<file path="config.mk">
export PLATFORM = sky130hd
export DESIGN_NAME = uart_rx
export DESIGN_NICKNAME = d
export VERILOG_FILES = /design/src/rtl/uart_rx_pkg.sv /design/src/rtl/uart_rx_sync_2ff.sv /design/src/rtl/uart_rx.sv
export SDC_FILE = /design/constraint.sdc
export NUM_CORES = 1
export LEC_CHECK = 0
export ABC_AREA = 1
export CAP_MARGIN = 20
export CORE_UTILIZATION = 40
export DETAILED_ROUTE_END_ITERATION = 8
export PLACE_DENSITY = 0.64
export SYNTH_ARGS = -nofsm -noshare
export SYNTH_HDL_FRONTEND = slang
export SYNTH_SLANG_ARGS = --single-unit
</file>
<file path="constraint.sdc">
create_clock -name clkRx -period 2 [get_ports clkRx]
set_input_delay 0.4 -clock clkRx [delete_from_list [all_inputs] [get_ports clkRx]]
set_output_delay 0.4 -clock clkRx [all_outputs]
set_load 0.02 [all_outputs]
</file>
<file path="src/rtl/uart_rx_pkg.sv">
// Shared UART definitions: data width, default bit timing
// and receiver state encoding, used by both TX and RX.
package uart_rx_pkg;

  localparam int dataWidth           = 8;
  localparam int defaultClocksPerBit = 87;

  typedef enum logic [2:0] {
    idle     = 3'd0,
    startBit = 3'd1,
    dataBits = 3'd2,
    stopBit  = 3'd3,
    waitHigh = 3'd4
  } rxState_t;

endpackage

</file>
<file path="src/rtl/uart_rx_sync_2ff.sv">
// sync_2ff: two-flop synchronizer for an asynchronous input.
// Ports: clk, rst (async high), asyncIn -> syncOut; preset to resetValue.
module sync_2ff #(
  parameter logic resetValue = 1'b1
) (
  input  logic clk,
  input  logic rst,
  input  logic asyncIn,
  output logic syncOut
);

  logic meta;

  always_ff @(posedge clk or posedge rst) begin
    if (rst) begin
      meta    <= resetValue;
      syncOut <= resetValue;
    end else begin
      meta    <= asyncIn;
      syncOut <= meta;
    end
  end

endmodule

</file>
<file path="src/rtl/uart_rx.sv">
// uart_rx: 8N1 serial receiver, mid-bit sampling, LSB first.
// Ports: clkRx, rst (async high), serialIn -> dataOutput, dataValid, frameError.
module uart_rx
  import uart_rx_pkg::*;
#(
  parameter int clocksPerBit = defaultClocksPerBit
) (
  input  logic                 clkRx,
  input  logic                 rst,
  input  logic                 serialIn,
  output logic [dataWidth-1:0] dataOutput,
  output logic                 dataValid,
  output logic                 frameError
);

  localparam int cntW = $clog2(clocksPerBit);
  localparam logic [cntW-1:0] lastCnt =
    cntW'(clocksPerBit - 1);
  localparam logic [cntW-1:0] halfCnt =
    cntW'((clocksPerBit - 1) / 2);

  rxState_t             state;
  logic [cntW-1:0]      clkCount;
  logic [2:0]           bitIndex;
  logic [dataWidth-1:0] shiftReg;
  logic                 rxSync;

  // Preset high so reset release never looks like a start bit
  sync_2ff #(.resetValue(1'b1)) uSync (
    .clk     (clkRx),
    .rst     (rst),
    .asyncIn (serialIn),
    .syncOut (rxSync)
  );

  always_ff @(posedge clkRx or posedge rst) begin
    if (rst) begin
      state      <= idle;
      clkCount   <= '0;
      bitIndex   <= '0;
      shiftReg   <= '0;
      dataOutput <= '0;
      dataValid  <= 1'b0;
      frameError <= 1'b0;
    end else begin
      dataValid  <= 1'b0;
      frameError <= 1'b0;
      unique case (state)
        idle: begin
          clkCount <= '0;
          bitIndex <= '0;
          if (!rxSync) state <= startBit;
        end
        startBit: begin
          if (clkCount == halfCnt) begin
            clkCount <= '0;
            // High at mid-start means a glitch
            state    <= rxSync ? idle : dataBits;
          end else begin
            clkCount <= clkCount + 1'b1;
          end
        end
        dataBits: begin
          if (clkCount == lastCnt) begin
            clkCount           <= '0;
            shiftReg[bitIndex] <= rxSync;
            if (bitIndex == 3'd7) begin
              bitIndex <= '0;
              state    <= stopBit;
            end else begin
              bitIndex <= bitIndex + 3'd1;
            end
          end else begin
            clkCount <= clkCount + 1'b1;
          end
        end
        stopBit: begin
          if (clkCount == lastCnt) begin
            clkCount <= '0;
            // Leaving at mid-stop gives half a bit of
            // margin for a zero-gap next frame
            if (rxSync) begin
              dataOutput <= shiftReg;
              dataValid  <= 1'b1;
              state      <= idle;
            end else begin
              frameError <= 1'b1;
              state      <= waitHigh;
            end
          end else begin
            clkCount <= clkCount + 1'b1;
          end
        end
        waitHigh: begin
          // A break line must rise before a new start
          if (rxSync) state <= idle;
        end
        default: state <= idle;
      endcase
    end
  end

endmodule

</file>
==> results of run 1 <==
kinds of logic (layout without fill, tap and decap cells):
kind of cell	count (synthesis)	after routing	share of synthesized area [%]
buf+inv	26	44	6.80
xor+xnor	4	4	2.12
fa+ha+maj	4	4	3.02
compound gates	9	9	3.63
simple gates	121	121	34.4
flops	33	33	50.0
layer usage:
metal	vias to the layer above	part of all wire (%)
li1	657	-
met1	572	51
met2	17	43
met3	6	3.6
met4	0	2.0
met5	-	0
sequential cells by signal, indices dropped and copies added (netlist names):
| signal | count |
|---|---|
| bitIndex | 3 |
| clkCount | 7 |
| dataOutput | 8 |
| dataValid | 1 |
| frameError | 1 |
| shiftReg | 8 |
| state | 3 |
| uSync.meta | 1 |
| uSync.syncOut | 1 |
layout make-up:
type | instances | area, µm² | area share, %
Sequential cell | 33 | 828 | 42.7
Multi-Input combinational cell | 138 | 714 | 36.8
Timing Repair Buffer | 13 | 128 | 6.58
Inverter | 23 | 91.3 | 4.71
Clock buffer | 7 | 86.3 | 4.45
Tap cell | 50 | 62.6 | 3.22
Clock inverter | 1 | 30.0 | 1.55
through the flow:
stage | instance area [µm²] | power (mW) | hold slack, ps | worst slack [ps] | utilization (%)
5_1_grt | 1940 | 1.98 | 366 | 303 | 48.5
6_report | 1940 | 1.85 | 359 | 370 | 48.5
4_1_cts | 1940 | 1.88 | 362 | 354 | 48.5
3_5_place_dp | 1820 | 1.22 | 352 | 471 | 45.6
3_3_place_gp | 1820 | 1.22 | 346 | 496 | 45.6
2_1_floorplan | 1660 | 1.14 | 345 | 562 | -
power groups by stage:
stage	clock, mW	sequential, mW	combinational [mW]
2_1_floorplan	0	0.778	0.362
6_report	0.641	0.782	0.428
3_3_place_gp	0	0.792	0.429
5_1_grt	0.689	0.790	0.499
4_1_cts	0.661	0.782	0.435
3_5_place_dp	0	0.794	0.428
worst max path at each step:
stage	slack, ps	cells after the start	endpoint	startpoint
final	370	1	dataOutput[7]	dataOutput[7]$_DFFE_PP0P_
after global routing	300	10	dataOutput[5]$_DFFE_PP0P_	clkCount[0]$_DFFE_PP0P_
after CTS	350	1	dataOutput[7]	dataOutput[7]$_DFFE_PP0P_
after floorplan	560	10	shiftReg[0]$_DFFE_PP0P_	clkCount[0]$_DFFE_PP0P_
after detailed placement	470	10	dataOutput[0]$_DFFE_PP0P_	clkCount[0]$_DFFE_PP0P_
after global placement	500	10	dataOutput[0]$_DFFE_PP0P_	clkCount[0]$_DFFE_PP0P_
placed cells by master (no fill, tap or decap), types with 4 or more instances in the layout:
master           synthesis  final
clkbuf_8                 0      6
ha_1                     4      4
nand4_1                  9      9
inv_1                   16     16
nand2_1                 71     71
nand3_1                 14     14
xor2_1                   4      4
clkdlybuf4s50_1          0     12
nor2_1                  16     16
dfrtp_1                 31     31
inv_2                    5      5
==> results.tsv, run 1 <==
metric	value	unit
TritonCTS clock tree	done	
total of warnings raised by yosys	0	
PostCTS Resize Cnt	0	
crit path cell chain	clkdlybuf4s50_1	
hold endpoint	uSync.syncOut$_DFF_PP1_	
Startpoint Class	flop	
worst slew pin tran	411	ps
hold depth	0	
Final TNS setup	0	ps
CP Class	flop to output pin	
Final Hold Viols	0	
IO Port Bufs	12	
net count after synthesis	204	
Worst Path Max Fanout	2	
cell family with most CP delay	buffers and inverters	
met2 usage	23.9	%
non-filler cells, final	265	
CTS buffer count	5	
RSZ-0062 raised after global routing	false	
max cap viols	0	
nets	221	
routed length per instance	10.6	µm
Root Driver	clkbuf_8	
Vias	1252	
Skew-Pair Late Insertion Delay	280	ps
fmax	614	MHz
most frequent cell after synthesis	nand2_1	
setup bufs post-CTS	0	
syn avg cell area	8.40	µm²
Rows	23	
CP Capture Type	output pin	
largest net degree at the start of global routing	34	
flop2flop setup slack	470	ps
routing usage on met3	5.69	%
FF-to-FF End	clkCount[2]$_DFFE_PP0P_	
initial antenna violation count	0	
clock network power share	34.6	%
Area contributors post-synth	dfrtp_1, nand2_1, nand3_1	
Synth area leader	dfrtp_1	
P_sw	0.579	mW
Die W	66.3	µm
Placed Instances	257	
top_reg_cell synth	dfrtp_1	
post-synth top area share	46.9	%
Tmin final	1630	ps
Hold Crit Class	flop to flop	
area grow syn2layout	17.2	%
Die Y-Extent	66.3	µm
detailed placer's ending HPWL	1970	µm
clk_skew	4.73	ps
DRC viols	0	
library cells used by synthesis	28	
hold path startpoint	uSync.meta$_DFF_PP1_	
Leak	1.04	nW
top cells by count, synth	nand2_1, dfrtp_1, inv_1, nor2_1, nand3_1	
I/O pin total	13	
Post-synth ARST share	100	%
fill count	394	
RD Place Congestion	0.757	
Setup-failing EPs final	0	
CTS Sinks	33	
Switching Share	31.3	%
clock tree buffer depth	2	
ant diodes	0	
Reg2Reg Launch Point	clkCount[0]$_DFFE_PP0P_	
status	finished, final reports clean	
register bit total from synthesis	33	
Combinational Power Share	23.1	%
Syn Inst Count	197	
Pint	1.27	mW
initial core utilization	41.4	%
R2R depth	9	
DRT iter0 DRCs	66	
worst vdd ir	556	µV
vias in the first global route	1208	
GRT met1 Usage	20.7	%
cell area after synthesis	1660	µm²
Slew Viols, Final	0	
Buf/Inv on CP	1	
grt peak-use layer	met2	
CTS H-tree depth	2	
hold_buf cts	0	
Global Route Usage Sum	15.9	%
Worst Path Required	1600	ps
final period utilization	81.5	%
Routed Wire Length	2800	µm
TritonRoute pass-1 iters	4	
Slew HR	72.6	%
part of the Yosys area used for sequential elements	50.0	%
sequential share of power	42.2	%
first-pass GRT wire length	5160	µm
CP peak stage delay	600	ps
data arrival time of the critical path	1230	ps
PD cells	954	nW/µm²
Worst-path clk slew	60	ps
share of cells above drive strength 1	13.0	%
die area	4400	µm²
GRT Residual Overflow	0	
Post-synth EDFFs	0	
post-route ant nets	0	
Via density	4.72	
Core Box Area	4000	µm²
critical path's slowest cell	clkdlybuf4s50_1	
No activity file was read; power rests on OpenSTA's default activity.
==> run 2: changes to the inputs <==
--- a/config.mk
+++ b/config.mk
@@ -9,7 +9,7 @@
 export CAP_MARGIN = 20
 export CORE_UTILIZATION = 40
 export DETAILED_ROUTE_END_ITERATION = 8
-export PLACE_DENSITY = 0.64
+export PLACE_DENSITY = 0.67
 export SYNTH_ARGS = -nofsm -noshare
 export SYNTH_HDL_FRONTEND = slang
 export SYNTH_SLANG_ARGS = --single-unit
==> constraint.sdc (replaced) <==
create_clock -name clkRx -period 1.4 [get_ports clkRx]
set_input_delay 0.28 -clock clkRx [delete_from_list [all_inputs] [get_ports clkRx]]
set_output_delay 0.28 -clock clkRx [all_outputs]
set_load 0.02 [all_outputs]
==> run 2 against run 1 <==
Effect of this change:
- the flow now finishes with violations (setup timing)
- first-iteration DRC count fell by 14%
- worst hold slack got worse by 23 ps
- critical path depth up 9
- largest cell class unchanged
- clock skew is 2.4 ps higher
==> results.tsv, run 2 (synthesis gave the netlist of run 1 again) <==
metric	value	unit	change
Slew Viols, Final	0		unchanged
I/O pin total	13		unchanged
TritonCTS clock tree	done		
Leak	1.15	nW	+11%
Skew-Pair Late Insertion Delay	290	ps	about the same
commonest cells after routing, fill and taps aside	nand2_1, dfrtp_1, inv_1, nor2_1		
nets	235		+6.3%
failing checks	setup timing		
post-route cell area	2110	µm²	+8.9%
largest net degree at the start of global routing	34		unchanged
worst slew pin tran	313	ps	-97.9 ps
post-placement setup slack	-72.3	ps	-543 ps
post-route ant nets	0		unchanged
GRT Residual Overflow	0		unchanged
Setup-failing EPs final	30		+30
first-pass GRT wire length	5420	µm	+5.1%
Vias	1323		+5.7%
CTS Sinks	33		unchanged
share of cells above drive strength 1	26.2	%	+13 points
IO Port Bufs	12		unchanged
RSZ-0062 raised after global routing	true		
DRC viols	0		unchanged
clock tree buffer depth	2		unchanged
Worst-path clk slew	70	ps	about the same
top flop regs	dataOutput: 8 flops, shiftReg: 8 flops, clkCount: 7 flops		
commonest non-fill, non-tap cell in the layout	nand2_1		
ant diodes	0		unchanged
Core Box Area	4000	µm²	unchanged
max cap viols	0		unchanged
detailed placer's ending HPWL	2060	µm	+4.4%
CP Capture Type	flop		
final period utilization	108	%	
CTS H-tree depth	2		unchanged
Routed Wire Length	3300	µm	+18%
Die W	66.3	µm	unchanged
area grow syn2layout	27.7	%	
worst hold slack	336	ps	-22.8 ps
Slew HR	79.1	%	+6.5 points
initial antenna violation count	0		unchanged
data arrival time of the critical path	1740	ps	+510 ps
Worst Path Max Fanout	7		+5
Startpoint Class	flop		
clk_skew	7.11	ps	+2.38 ps
DP Area	1900	µm²	+4.1%
final core utilization	52.8	%	+4.3 points
critical path's slowest cell	dfrtp_1		
RD Place Congestion	0.809		+7.0%
CTS buffer count	5		unchanged
Die Y-Extent	66.3	µm	unchanged
status	complete, but fails checks		
CP peak stage delay	410	ps	-190 ps
Tmin final	1510	ps	
CP startpoint	clkCount[0]$_DFFE_PP0P_		
Rows	23		unchanged
crit path cell chain	inv_2 > ha_4 > inv_2 > nor2_4 > nand3_4 > inv_4 > nand3_4 > clkinv_4 > nand2_2 > nand2_1		
fmax	662	MHz	
Buf/Inv on CP	4		+3
Via density	4.74		+0.37%
CP Class	flop to flop		
TritonRoute pass-1 iters	4		unchanged
Reg2Reg Launch Point	clkCount[0]$_DFFE_PP0P_		
die area	4400	µm²	unchanged
worst vdd ir	691	µV	+24%
routed length per instance	11.8	µm	+12%
Worst Path Required	1630	ps	+30 ps
cell family with most CP delay	simple AND/OR/NAND/NOR gates		
PD cells	1320	nW/µm²	+38%
Global Route Usage Sum	16.6	%	+0.71 points
Final WS setup	-110	ps	-480 ps
DRT iter0 DRCs	57		-14%
initial core utilization	41.4	%	unchanged
Root Driver	clkbuf_8		
vias in the first global route	1176		-2.6%
Final Hold Viols	0		unchanged
Hold Crit Class	input pin to asynchronous set/reset pin		
[run 2: metrics by stage]
stage,power (mW),setup TNS [ps],std cells
floorplan,1.63,0,197
global placement,1.83,-196,265
detailed placement,1.83,-1180,265
CTS,2.60,-1110,275
global route,2.96,-5840,279
finish,2.79,-2170,279
[run 2: routing by layer]
metal	wire (µm)	vias up	global-route usage (%)
met4	57	0	7.45
met3	72	6	3.62
met5	0	-	0
met1	1630	609	23.2
met2	1540	18	24.4
li1	-	690	-
[run 2: worst min-delay path, stage by stage]
cell             delay, ps
clkdlybuf4s50_1        400
inv_1                   90
buf_12                 210
[run 2: layout make-up]
cell class | count | area [µm²]
Timing Repair Buffer | 24 | 218
Multi-Input combinational cell | 140 | 816
Timing Repair inverter | 1 | 8.76
Clock buffer | 5 | 68.8
Inverter | 23 | 93.8
Clock inverter | 3 | 17.5
Tap cell | 50 | 62.6
Fill cell | 353 | 1890
Sequential cell | 33 | 828
[run 2: what timing repair did]
item                       in CTS  in global routing
buffers inserted                0                  3
gates cloned                    2                  1
hold buffers                    0                  0
setup endpoints to repair      36                 30
gates resized for setup        25                 10
pin swaps                       1                  5
[run 2: where the power goes]
part           total [mW]  leakage [nW]  switching [mW]  internal [mW]
sequential           1.12         0.448          0.0957           1.02
combinational       0.973         0.662           0.563          0.410
clock               0.699        0.0439           0.357          0.343
[run 2: path summary, 6_finish.rpt]
kind	slack (ps)	depth (start not counted)	end
setup / recovery	-110	10	dataOutput[0]$_DFFE_PP0P_
max in group asynchronous	810	3	uSync.syncOut$_DFF_PP1_
hold / removal	340	3	dataOutput[2]$_DFFE_PP0P_
min in group clkRx	360	0	uSync.syncOut$_DFF_PP1_
hold reg to reg	360	0	uSync.syncOut$_DFF_PP1_
setup reg to reg	-110	10	dataOutput[0]$_DFFE_PP0P_
